### src/rtl/jedro_1_decoder.sv
// RV32I decode stage for the jedro_1 core.
// Handles OP, OP-IMM and LUI; any other encoding is passed downstream flagged
// illegal. Register-file read addresses come straight off the instruction word.
// Decoded fields sit in a single output register offered over valid/ready.
module jedro_1_decoder #(
   parameter int DATA_WIDTH   = 32,
   parameter int ALU_OP_WIDTH = 4
) (
   input  logic                    clk_i,
   input  logic                    rst_i,
   input  logic                    flush_i,
   input  logic [31:0]             instr_i,
   input  logic                    instr_valid_i,
   output logic                    instr_ready_o,
   output logic [4:0]              rs1_addr_o,
   output logic [4:0]              rs2_addr_o,
   input  logic [DATA_WIDTH-1:0]   rs1_data_i,
   input  logic [DATA_WIDTH-1:0]   rs2_data_i,
   output logic [ALU_OP_WIDTH-1:0] alu_op_sel_o,
   output logic [DATA_WIDTH-1:0]   opa_o,
   output logic [DATA_WIDTH-1:0]   opb_o,
   output logic [4:0]              rd_addr_o,
   output logic                    rd_we_o,
   output logic                    illegal_instr_o,
   output logic                    out_valid_o,
   input  logic                    out_ready_i
);

   localparam logic [6:0] OPC_OP     = 7'b0110011;
   localparam logic [6:0] OPC_OP_IMM = 7'b0010011;
   localparam logic [6:0] OPC_LUI    = 7'b0110111;
   localparam logic [6:0] F7_ZERO    = 7'b0000000;
   localparam logic [6:0] F7_ALT     = 7'b0100000;

   logic [6:0] opcode;
   logic [2:0] funct3;
   logic [6:0] funct7;
   logic [4:0] rd;

   logic [ALU_OP_WIDTH-1:0] dec_op;
   logic [DATA_WIDTH-1:0]   dec_opa;
   logic [DATA_WIDTH-1:0]   dec_opb;
   logic                    dec_ill;
   logic                    dec_we;

   logic                    out_valid_q;
   logic                    ill_q;
   logic                    accept;

   assign opcode = instr_i[6:0];
   assign rd     = instr_i[11:7];
   assign funct3 = instr_i[14:12];
   assign funct7 = instr_i[31:25];

   assign rs1_addr_o = instr_i[19:15];
   assign rs2_addr_o = instr_i[24:20];

   // Flush blocks acceptance so a same-cycle instruction is dropped.
   assign instr_ready_o = !flush_i && (!out_valid_q || out_ready_i);
   assign accept        = instr_valid_i && instr_ready_o;

   assign out_valid_o     = out_valid_q;
   assign illegal_instr_o = ill_q && out_valid_q;

   // Combinational decode of the instruction currently on instr_i.
   always_comb begin
      dec_ill = 1'b1;
      dec_op  = '0;
      dec_opa = '0;
      dec_opb = '0;
      case (opcode)
         OPC_OP: begin
            dec_opa = rs1_data_i;
            dec_opb = rs2_data_i;
            dec_op  = ALU_OP_WIDTH'({funct7[5], funct3});
            if (funct7 == F7_ZERO ||
                (funct7 == F7_ALT && (funct3 == 3'b000 || funct3 == 3'b101)))
               dec_ill = 1'b0;
         end
         OPC_OP_IMM: begin
            dec_opa = rs1_data_i;
            case (funct3)
               3'b001: begin
                  dec_op  = ALU_OP_WIDTH'(4'b0001);
                  dec_opb = DATA_WIDTH'(instr_i[24:20]);
                  dec_ill = (funct7 != F7_ZERO);
               end
               3'b101: begin
                  dec_op  = ALU_OP_WIDTH'({funct7[5], funct3});
                  dec_opb = DATA_WIDTH'(instr_i[24:20]);
                  dec_ill = !(funct7 == F7_ZERO || funct7 == F7_ALT);
               end
               default: begin
                  // SLTIU compares against the sign-extended immediate too.
                  dec_op  = ALU_OP_WIDTH'({1'b0, funct3});
                  dec_opb = DATA_WIDTH'($signed(instr_i[31:20]));
                  dec_ill = 1'b0;
               end
            endcase
         end
         OPC_LUI: begin
            dec_ill = 1'b0;
            dec_opb = DATA_WIDTH'({instr_i[31:12], 12'b0});
         end
         default: dec_ill = 1'b1;
      endcase
      // Illegal encodings leave the ALU doing a harmless 0 + 0.
      if (dec_ill) begin
         dec_op  = '0;
         dec_opa = '0;
         dec_opb = '0;
      end
   end

   assign dec_we = !dec_ill && (rd != 5'd0);

   // Output pipeline register: flush, load on accept, drain on consume.
   always_ff @(posedge clk_i or posedge rst_i) begin
      if (rst_i) begin
         out_valid_q  <= 1'b0;
         alu_op_sel_o <= '0;
         opa_o        <= '0;
         opb_o        <= '0;
         rd_addr_o    <= '0;
         rd_we_o      <= 1'b0;
         ill_q        <= 1'b0;
      end else if (flush_i) begin
         out_valid_q <= 1'b0;
      end else if (accept) begin
         out_valid_q  <= 1'b1;
         alu_op_sel_o <= dec_op;
         opa_o        <= dec_opa;
         opb_o        <= dec_opb;
         rd_addr_o    <= rd;
         rd_we_o      <= dec_we;
         ill_q        <= dec_ill;
      end else if (out_ready_i) begin
         out_valid_q <= 1'b0;
      end
   end

endmodule

### config.mk
export PLATFORM = sky130hd
export DESIGN_NAME = jedro_1_decoder
export DESIGN_NICKNAME = d
export VERILOG_FILES = /design/src/rtl/jedro_1_decoder.sv
export SDC_FILE = /design/constraint.sdc
export NUM_CORES = 1
export LEC_CHECK = 0
export BUFFER_PORTS_ARGS = -buffer_cell sky130_fd_sc_hd__buf_2
export CORE_MARGIN = 2
export CORE_UTILIZATION = 46
export CTS_BUF_LIST = sky130_fd_sc_hd__clkbuf_16
export CTS_CLUSTER_DIAMETER = 80
export DETAILED_ROUTE_END_ITERATION = 16
export GPL_TIMING_DRIVEN = 0
export PLACE_DENSITY_LB_ADDON = 0.1
export RECOVER_POWER = 50
export SYNTH_ARGS = -nofsm -noshare
export SYNTH_HDL_FRONTEND = slang
export SYNTH_SLANG_ARGS = --single-unit
### constraint.sdc
create_clock -name clk_i -period 3.5 [get_ports clk_i]
set_input_delay 1.05 -clock clk_i [delete_from_list [all_inputs] [get_ports clk_i]]
set_output_delay 1.05 -clock clk_i [all_outputs]
set_load 0.02 [all_outputs]
==> results.cfg, run 1 <==
[sta]
rsz0062_at_grt = false
tns_ps = 0
post-route-period-util_pct = 74.0
relSlewSlack_pct = 3.18
hold_violations = 0
worstMarginPinSlew_ps = 1440
fin_ws_ps = 911
drv_slew = 0
setup_violations = 0
timing.fmax_ghz = 0.386
fin_skew_ps = 6.93
layout_min_cycle_time_ps = 2590

[clock_tree]
cts_root_buffer = clkbuf_16
clk_latency_ps = 330
hold_buffers = 0
h-tree-depth = 3
clk_pin_slew_ps = 60
max-clock-path-buffers = 2
postCtsResizedCells = 0
postCtsSetupBuffers = 0
numCtsBuffers = 9
cts_tree = yes
clock-sinks = 76

[final_layout]
final_common_cell = buf_2
synthToLayoutAreaGrowth_pct = 35.8
fin_cells = 719
num-nets-final = 713
final_cell_mix = 154 x buf_2, 111 x nand2_1, 76 x dfrtp_1, 59 x clkbuf_1, 30 x o21ai_1
stdcell_area_sq_um = 5010
n_antenna_cell = 0
layout-drive-gt1-share_pct = 30.8

[detailed_routing]
wl_per_cell_um = 15.2
detail_route.first_pass.iterations = 4
routed_wl_um = 10900
drt_first_iter_violations = 148
ant_nets = 0
drc = 0
viasPerCell = 5.10
dr_total_vias = 3670

[power]
max-vdd-ir-drop_mv = 0.296
netSwitchingPower_w = 0.000517
internal_power_w = 0.00155
power_w = 0.00207
p_sw_share_pct = 25.0
comb_power_share_pct = 13.3
p_clk_share_pct = 43.0
power_frac_seq_pct = 43.7
p_leak_nw = 2.51
power_density_nw_per_um2 = 412

[floorplan]
start_util_pct = 47.5
die_x_um = 93.6
die_y_um = 93.6
core_sq_um = 7770
fp-row-count = 32
ios = 188
dieArea_sq_um = 8760

[worst_setup_path]
cp-end-kind = output pin
critPathMaxFanout = 2
setup.worst_path.start_class = input pin
rrSetupSlack_ps = 1590
cp_top_family = simple AND/OR/NAND/NOR gates
worstSetupPathType = input pin to output pin
worstPathArrival_ps = 1540
critical-path-max-stage-delay_ps = 170
crit_required_ps = 2450
slowest_stage = nor2b_1
crit_buf_inv = 2
crit_chain = clkbuf_1 > nor2b_1 > nor2_1 > buf_2

[global_route]
grt_pass1_wl_um = 16900
grt.total_usage_pct = 24.8
grt_max_degree = 47
antenna_found_initial = 0
grt_pass1_vias = 3458
overflow = 0

[placed_design]
pre_cts_ws_ps = 806
port_buffers = 186
placed_area_sq_um = 4780
dp.cells = 703
gp_congestion = 0.816
dp_hpwl_um = 8240

[logic_synthesis]
ys_ff_latch = 76
synth_area_sq_um = 3690
syn_area_per_cell_sq_um = 8.92
yosysTopAreaCell = dfrtp_1
yosys.area.top_type_share_pct = 51.5
synth-seq-area-share_pct = 51.5
ys_warn_count = 0
synth_cell_types = 33
syn_inst = 414
ys_top_cells_by_area = dfrtp_1 52%, nand2_1 11%, mux2i_1 5.2%
syn-num-nets = 515

[worst_hold_path]
hold_class = flop to flop

[status]
outcome = completed

[run]
cap_violations = 0
-- cells by family (layout without fill, tap and decap cells) --
kind of cell,Yosys count,count (layout),synth area share (%)
mux,24,24,6.68
simple gates,168,168,19.7
buf+inv,44,247,5.93
flops,76,76,51.5
compound gates,102,102,16.2
-- power by group through the flow --
stage	registers, W	clock network [W]	logic, W
floorplan	0.000936	0	0.000136
global placement	0.000918	0	0.000272
detailed placement	0.000918	0	0.000280
CTS	0.000902	0.000904	0.000281
global route	0.000905	0.000941	0.000302
finish	0.000903	0.000887	0.000275
-- path summary, 6_finish.rpt --
path | startpoint | end | cells past startpoint
min in group asynchronous | rst_i | opa_o[9]$_DFFE_PP0P_ | 2
worst max register to register | out_valid_o$_DFFE_PP0P_ | opb_o[24]$_DFFE_PP0P_ | 7
worst max-delay path | out_ready_i | instr_ready_o | 4
max in group asynchronous | rst_i | opb_o[10]$_DFFE_PP0P_ | 3
worst min-delay path | opa_o[17]$_DFFE_PP0P_ | opa_o[17]$_DFFE_PP0P_ | 2
worst min register to register | opa_o[17]$_DFFE_PP0P_ | opa_o[17]$_DFFE_PP0P_ | 2
-- flip-flops by register name, indices dropped and copies added, names as in the netlist --
signal and cells:
alu_op_sel_o 4, rd_addr_o 5, out_valid_o 1, opb_o 32, opa_o 32, rd_we_o 1
ill_q 1
-- per-stage QoR --
| step | hold slack, ps | util (%) |
|---|---|---|
| floorplan | 442 | - |
| global placement | 454 | 61.2 |
| detailed placement | 461 | 61.5 |
| CTS | 475 | 65.2 |
| global route | 490 | 64.5 |
| finish | 478 | 64.5 |
-- layer usage --
metal / share of wire (%) / track usage, %
met4: 0.91 / 6.28
met5: 0 / 0
met1: 42 / 32.1
met2: 49 / 43.2
met3: 7.3 / 4.59
-- cell usage after synthesis --
library cell,number
a211oi_4,1
a21o_1,2
a21oi_1,21
a21oi_2,1
a22o_1,5
a22oi_1,12
and2_1,1
and3_1,1
buf_1,2
buf_2,11
buf_4,10
clkbuf_1,16
clkbuf_2,2
dfrtp_1,76
inv_1,3
mux2_2,5
mux2i_1,19
nand2_1,111
nand2_2,1
nand2b_1,2
nand3_1,3
nand3b_1,1
nor2_1,18
nor2b_1,22
nor3_1,3
nor3b_1,2
nor4_1,1
o21ai_0,28
o21ai_1,30
o31ai_1,1
o41ai_2,1
or2_4,1
or4_1,1
-- worst reg2reg max path, stage by stage (launching register included) --
cell and delay (ps):
dfrtp_1 390, nand2b_1 90, and3_1 150, clkbuf_1 280, o21ai_0 180, a21oi_2 310, buf_2 300, a21oi_1 80
-- layout make-up --
cell class,count,area [sq um]
plain buffers,41,208
clock buffers,9,225
clock inverters,7,61.3
fillers,717,2760
inverters,3,12.5
multi-input cells,294,1570
flip-flops and latches,76,1900
well taps,102,128
repair buffers,187,905
(Power assumes the default switching activity.)
==> run 2, diff against run 1 <==
ABC_AREA = 1   (was unset)
CORE_UTILIZATION = 48   (was 46)
clock period = 2.4 ns   (was 3.5 ns; I/O delays follow)
==> results.cfg, run 2 <==
[status]
outcome = completed

[detailed_routing]
drt_first_iter_violations = 213
viasPerCell = 5.16
ant_nets = 0
wl_per_cell_um = 14.5
drc = 0
dr_total_vias = 4426
detail_route.first_pass.iterations = 5
routed_wl_um = 12400

[logic_synthesis]
synth_area_sq_um = 4150
syn_inst = 549
syn_area_per_cell_sq_um = 7.56
synthMostInstantiatedCell = nand2_1
synth_top_family_by_area = simple AND/OR/NAND/NOR gates
synth_flop_cell = dfrtp_1
synth_fa_ha_area_share_pct = 0
async_flop_share_pct = 100
yosysTopAreaCell = dfrtp_1
ys_top_cells_by_area = dfrtp_1 46%, nand2_1 15%, nand3_1 9.8%
syn-num-nets = 650
synthTopCellsByCount = 164 x nand2_1, 81 x nand3_1, 76 x dfrtp_1
ys_warn_count = 0
synth_edf_count = 0
synth_compound_area_share_pct = 12.1
synthMuxAreaShare_pct = 0
synth-xor-area-share_pct = 0
ys_ff_latch = 76
synthSimpleGateAreaFrac_pct = 31.1
synth_cell_types = 24
yosys.area.top_type_share_pct = 45.8
synth-seq-area-share_pct = 45.8

[power]
max-vdd-ir-drop_mv = 0.434
power_density_nw_per_um2 = 609
p_leak_nw = 2.88

[sta]
fin_skew_ps = 7.08
drv_slew = 0
rsz0062_at_grt = false
relSlewSlack_pct = 32.6
setup_violations = 0
tns_ps = 0
timing.fmax_ghz = 0.507
layout_min_cycle_time_ps = 1970
post-route-period-util_pct = 82.1
hold_violations = 0
worstMarginPinSlew_ps = 1010

[clock_tree]
postCtsResizedCells = 0
h-tree-depth = 3
clk_latency_ps = 330
hold_buffers = 0
cts_tree = yes
clock-sinks = 76
cts_root_buffer = clkbuf_16
numCtsBuffers = 9
postCtsSetupBuffers = 0
max-clock-path-buffers = 2
clk_pin_slew_ps = 60

[global_route]
grt.total_usage_pct = 26.6
overflow = 0
antenna_found_initial = 0
grt_pass1_vias = 4332
grt_pass1_wl_um = 20400
grt_max_degree = 29

[worst_setup_path]
worstSetupPathType = input pin to flop
worstPathArrival_ps = 2220
crit_required_ps = 2650
setup.worst_path.start_class = input pin
r2r_cells = 8
cp-end-kind = flop
critPathMaxFanout = 10

[floorplan]
dieArea_sq_um = 9410
die_y_um = 97
start_util_pct = 50.0
ios = 188
die_x_um = 97
core_sq_um = 8300
fp-row-count = 33

[placed_design]
port_buffers = 187
dp.cells = 843
dp_hpwl_um = 9600
gp_congestion = 0.961

[final_layout]
final_cell_mix = 170 x buf_2, 164 x nand2_1, 81 x nand3_1, 76 x dfrtp_1, 46 x clkbuf_1
n_antenna_cell = 0
fin_cells = 858
num-nets-final = 850
layout-drive-gt1-share_pct = 31.1
top_regs = opa_o x32, opb_o x32, rd_addr_o x5
synthToLayoutAreaGrowth_pct = 32.2
final_common_cell = buf_2

[worst_hold_path]
hold_class = flop to flop
whs_path_depth = 2

[run]
cap_violations = 0
-- run 2: changes by cell type after synthesis, sizes merged, moves of 13 or more --
cell,delta
or2,+19
clkbuf,-13
buf,+20
nand3,+79
nand2,+53
nor2b,-22
inv,+37
mux2i,-19
-- run 2: critical path, cell delays in order --
cell,delay (ps)
buf_2,100
nor2_1,170
nor2_2,80
nand2_4,90
clkbuf_1,430
clkbuf_1,420
nand2_1,90
o21ai_1,100
-- run 2: per-stage QoR --
stage	hold WS, ps	power [W]	instance area, sq um	worst slack, ps	util, %
after global routing	518	0.00347	5490	282	66.2
after detailed placement	467	0.00194	5260	322	63.4
final	487	0.00335	5490	429	66.2
after global placement	462	0.00193	5220	284	62.9
after floorplan	449	0.00170	4160	597	-
after CTS	453	0.00338	5580	436	67.2
-- run 2: final cells by class --
type / instances / area [sq um]
fillers: 773 / 2810
flip-flops and latches: 76 / 1900
multi-input cells: 385 / 1790
repair buffers: 189 / 898
plain buffers: 48 / 298
clock buffers: 9 / 225
inverters: 40 / 151
well taps: 105 / 131
clock inverters: 6 / 90.1
-- run 2: final timing paths --
kind | end | slack, ps | startpoint
max reg2reg | opa_o[4]$_DFFE_PP0P_ | 510 | out_valid_o$_DFFE_PP0P_
max in group asynchronous | opb_o[19]$_DFFE_PP0P_ | 700 | rst_i
max | opa_o[4]$_DFFE_PP0P_ | 430 | out_ready_i
min | opa_o[27]$_DFFE_PP0P_ | 490 | opa_o[27]$_DFFE_PP0P_
min in group asynchronous | rd_addr_o[0]$_DFFE_PP0P_ | 540 | rst_i
min reg2reg | opa_o[27]$_DFFE_PP0P_ | 490 | opa_o[27]$_DFFE_PP0P_
-- run 2: kinds of logic (layout without fill, tap and decap cells) --
kind of cell,after synthesis,in the layout
simple gates,291,291
compound gates,94,94
buf+inv,88,292
flops,76,76
-- run 2: power by group --
part / total, W / internal [W] / switching (W)
sequential: 0.00138 / 0.00134 / 0.0000329
combinational: 0.000533 / 0.000201 / 0.000332
clock: 0.00144 / 0.000906 / 0.000531
total: 0.00335 / 0.00245 / 0.000896
-- run 2: routing by layer --
metal  vias to the layer above  track usage, %  part of all wire (%)
li1                       2154               -                     -
met1                      2060            34.1                    43
met2                       185            44.0                    47
met3                        27            5.20                   7.1
met4                         0            11.4                   2.6
met5                         -               0                     0
==> run 3, diff against run 2 <==
CORE_UTILIZATION = 43   (was 48)
clock period = 1.62 ns   (was 2.4 ns; I/O delays follow)
==> results.cfg, run 3 (synthesized netlist as in run 2, its figures left out) <==
[status]
outcome = completed

[worst_setup_path]
critical-path-max-stage-delay_ps = 390
slowest_stage = dfrtp_1
r2r_cells = 8
r2r_end = opb_o[26]$_DFFE_PP0P_
r2r_start = out_valid_o$_DFFE_PP0P_
crit_required_ps = 1130
cp_top_family = flip-flops
worstSetupPathType = flop to output pin
crit_buf_inv = 2
cp-end-kind = output pin
crit_chain = inv_2 > nor2_4 > nor2_4 > buf_6
setup.worst_path.start_class = flop
critPathMostFrequentCell = nor2_4
critPathMaxFanout = 2
worstPathArrival_ps = 1090
rrSetupSlack_ps = 90

[power]
max-vdd-ir-drop_mv = 0.586
power_density_nw_per_um2 = 939
comb_power_share_pct = 15.4
p_leak_nw = 2.93
netSwitchingPower_w = 0.00133
p_sw_share_pct = 25.2
power_w = 0.00529
power_frac_seq_pct = 38.5
p_clk_share_pct = 46.2
internal_power_w = 0.00396

[clock_tree]
cts_tree = yes
numCtsBuffers = 9
h-tree-depth = 3
max-clock-path-buffers = 2
clk_latency_ps = 320
clock-sinks = 76
clk_pin_slew_ps = 60
cts_root_buffer = clkbuf_16

[sta]
fin_skew_ps = 4.15
post-route-period-util_pct = 97.6
rsz0062_at_grt = false
drv_slew = 0
layout_min_cycle_time_ps = 1580
setup_violations = 0
hold_violations = 0
worstMarginPinSlew_ps = 843
relSlewSlack_pct = 43.7
timing.fmax_ghz = 0.633

[detailed_routing]
routed_wl_um = 12900
wl_per_cell_um = 14.6
dr_total_vias = 4448
ant_nets = 0
detail_route.first_pass.iterations = 5
viasPerCell = 5.04
drc = 0
drt_first_iter_violations = 231

[final_layout]
num-nets-final = 851
top_regs = opa_o x32, opb_o x32, rd_addr_o x5
fin_cells = 883
n_antenna_cell = 0
nFillCells = 931
seqCellArea_sq_um = 1900
multi_input_area_sq_um = 1810
layout-drive-gt1-share_pct = 32.4
synthToLayoutAreaGrowth_pct = 35.7
final_cell_mix = 164 x nand2_1, 164 x buf_2, 81 x nand3_1, 76 x dfrtp_1, 41 x clkbuf_1

[floorplan]
ios = 188
fp-row-count = 35
start_util_pct = 44.7
die_x_um = 102
dieArea_sq_um = 10500
die_y_um = 102
core_sq_um = 9280

[global_route]
grt_max_degree = 41
antenna_found_initial = 0
grt_pass1_wl_um = 19900
grt.total_usage_pct = 24.6
grt_pass1_vias = 4078
overflow = 0

[worst_hold_path]
hold_class = input pin to async pin

[placed_design]
port_buffers = 187
gp_congestion = 0.867
dp_hpwl_um = 9810
dp.cells = 866

[run]
cap_violations = 0
## run 3: cell types whose count changed in the layout (fill, tap and decap cells not counted), moves of 2 or more
cell,delta
bufinv_16,+2
buf_4,+6
clkbuf_1,-5
nor2_1,-3
clkbuf_4,+5
buf_2,-6
nor2_4,+2
## run 3: worst register-to-register path: stages, from the launching register on
cell and delay (ps):
dfrtp_1 390, inv_2 80, nor2_4 40, nor2_4 120
nand2_4 90, inv_2 130, buf_2 230, clkbuf_4 240
a21oi_1 90
## run 3: how the worst max path moves through the flow
| stage | from | to | slack [ps] | cells past startpoint |
|---|---|---|---|---|
| 2_1_floorplan | out_valid_o$_DFFE_PP0P_ | opb_o[10]$_DFFE_PP0P_ | 10 | 8 |
| 3_3_place_gp | instr_i[5] | opb_o[7]$_DFFE_PP0P_ | -290 | 8 |
| 3_5_place_dp | instr_i[5] | opb_o[5]$_DFFE_PP0P_ | -390 | 8 |
| 4_1_cts | out_valid_o$_DFFE_PP0P_ | opb_o[18]$_DFFE_PP0P_ | 3 | 8 |
| 5_1_grt | rst_i | opb_o[5]$_DFFE_PP0P_ | 2 | 3 |
| 6_report | out_valid_o$_DFFE_PP0P_ | instr_ready_o | 40 | 4 |
## run 3: timing repair
action	4_1_cts	5_1_grt
gates resized for setup	6	19
hold buffers	0	0
gates cloned	0	0
setup endpoints to repair	12	60
setup buffers	1	1
pin swaps	1	1
## run 3: power by group through the flow
| stage | clock, W | combinational, W | sequential [W] |
|---|---|---|---|
| floorplan | 0 | 0.000352 | 0.00217 |
| CTS | 0.00249 | 0.000826 | 0.00203 |
| global route | 0.00257 | 0.000890 | 0.00204 |
| detailed placement | 0 | 0.000814 | 0.00207 |
| global placement | 0 | 0.000798 | 0.00207 |
| finish | 0.00244 | 0.000812 | 0.00203 |
## run 3: area by class of cell
cell class                 count  share of cell area, %
sequential                    76                   33.8
clock inverter                 6                   2.44
inverter                      40                   2.73
multi-input combinational    385                   32.2
buffer                        48                   5.80
clock buffer                   9                   4.00
timing repair buffer         190                   16.2
tap                          129                   2.87
## run 3: routing by layer
metal  wire length (um)  GRT usage, %  part of all wire [%]
met1               5600          32.1                    43
met2               6130          41.7                    47
met3                932          5.06                   7.2
met5                  0             0                     0
met4                248          6.56                   1.9
## run 3: stage by stage
step / utilization, % / worst slack (ps) / cell area [sq um] / setup TNS, ps / hold slack (ps)
finish: 60.7 / 39.6 / 5630 / 0 / 309
global route: 60.7 / 1.56 / 5630 / 0 / 370
CTS: 61.0 / 2.50 / 5660 / 0 / 347
detailed placement: 56.8 / -390 / 5270 / -13900 / 475
global placement: 56.6 / -291 / 5250 / -31000 / 465
floorplan: - / 10.8 / 4160 / 0 / 449
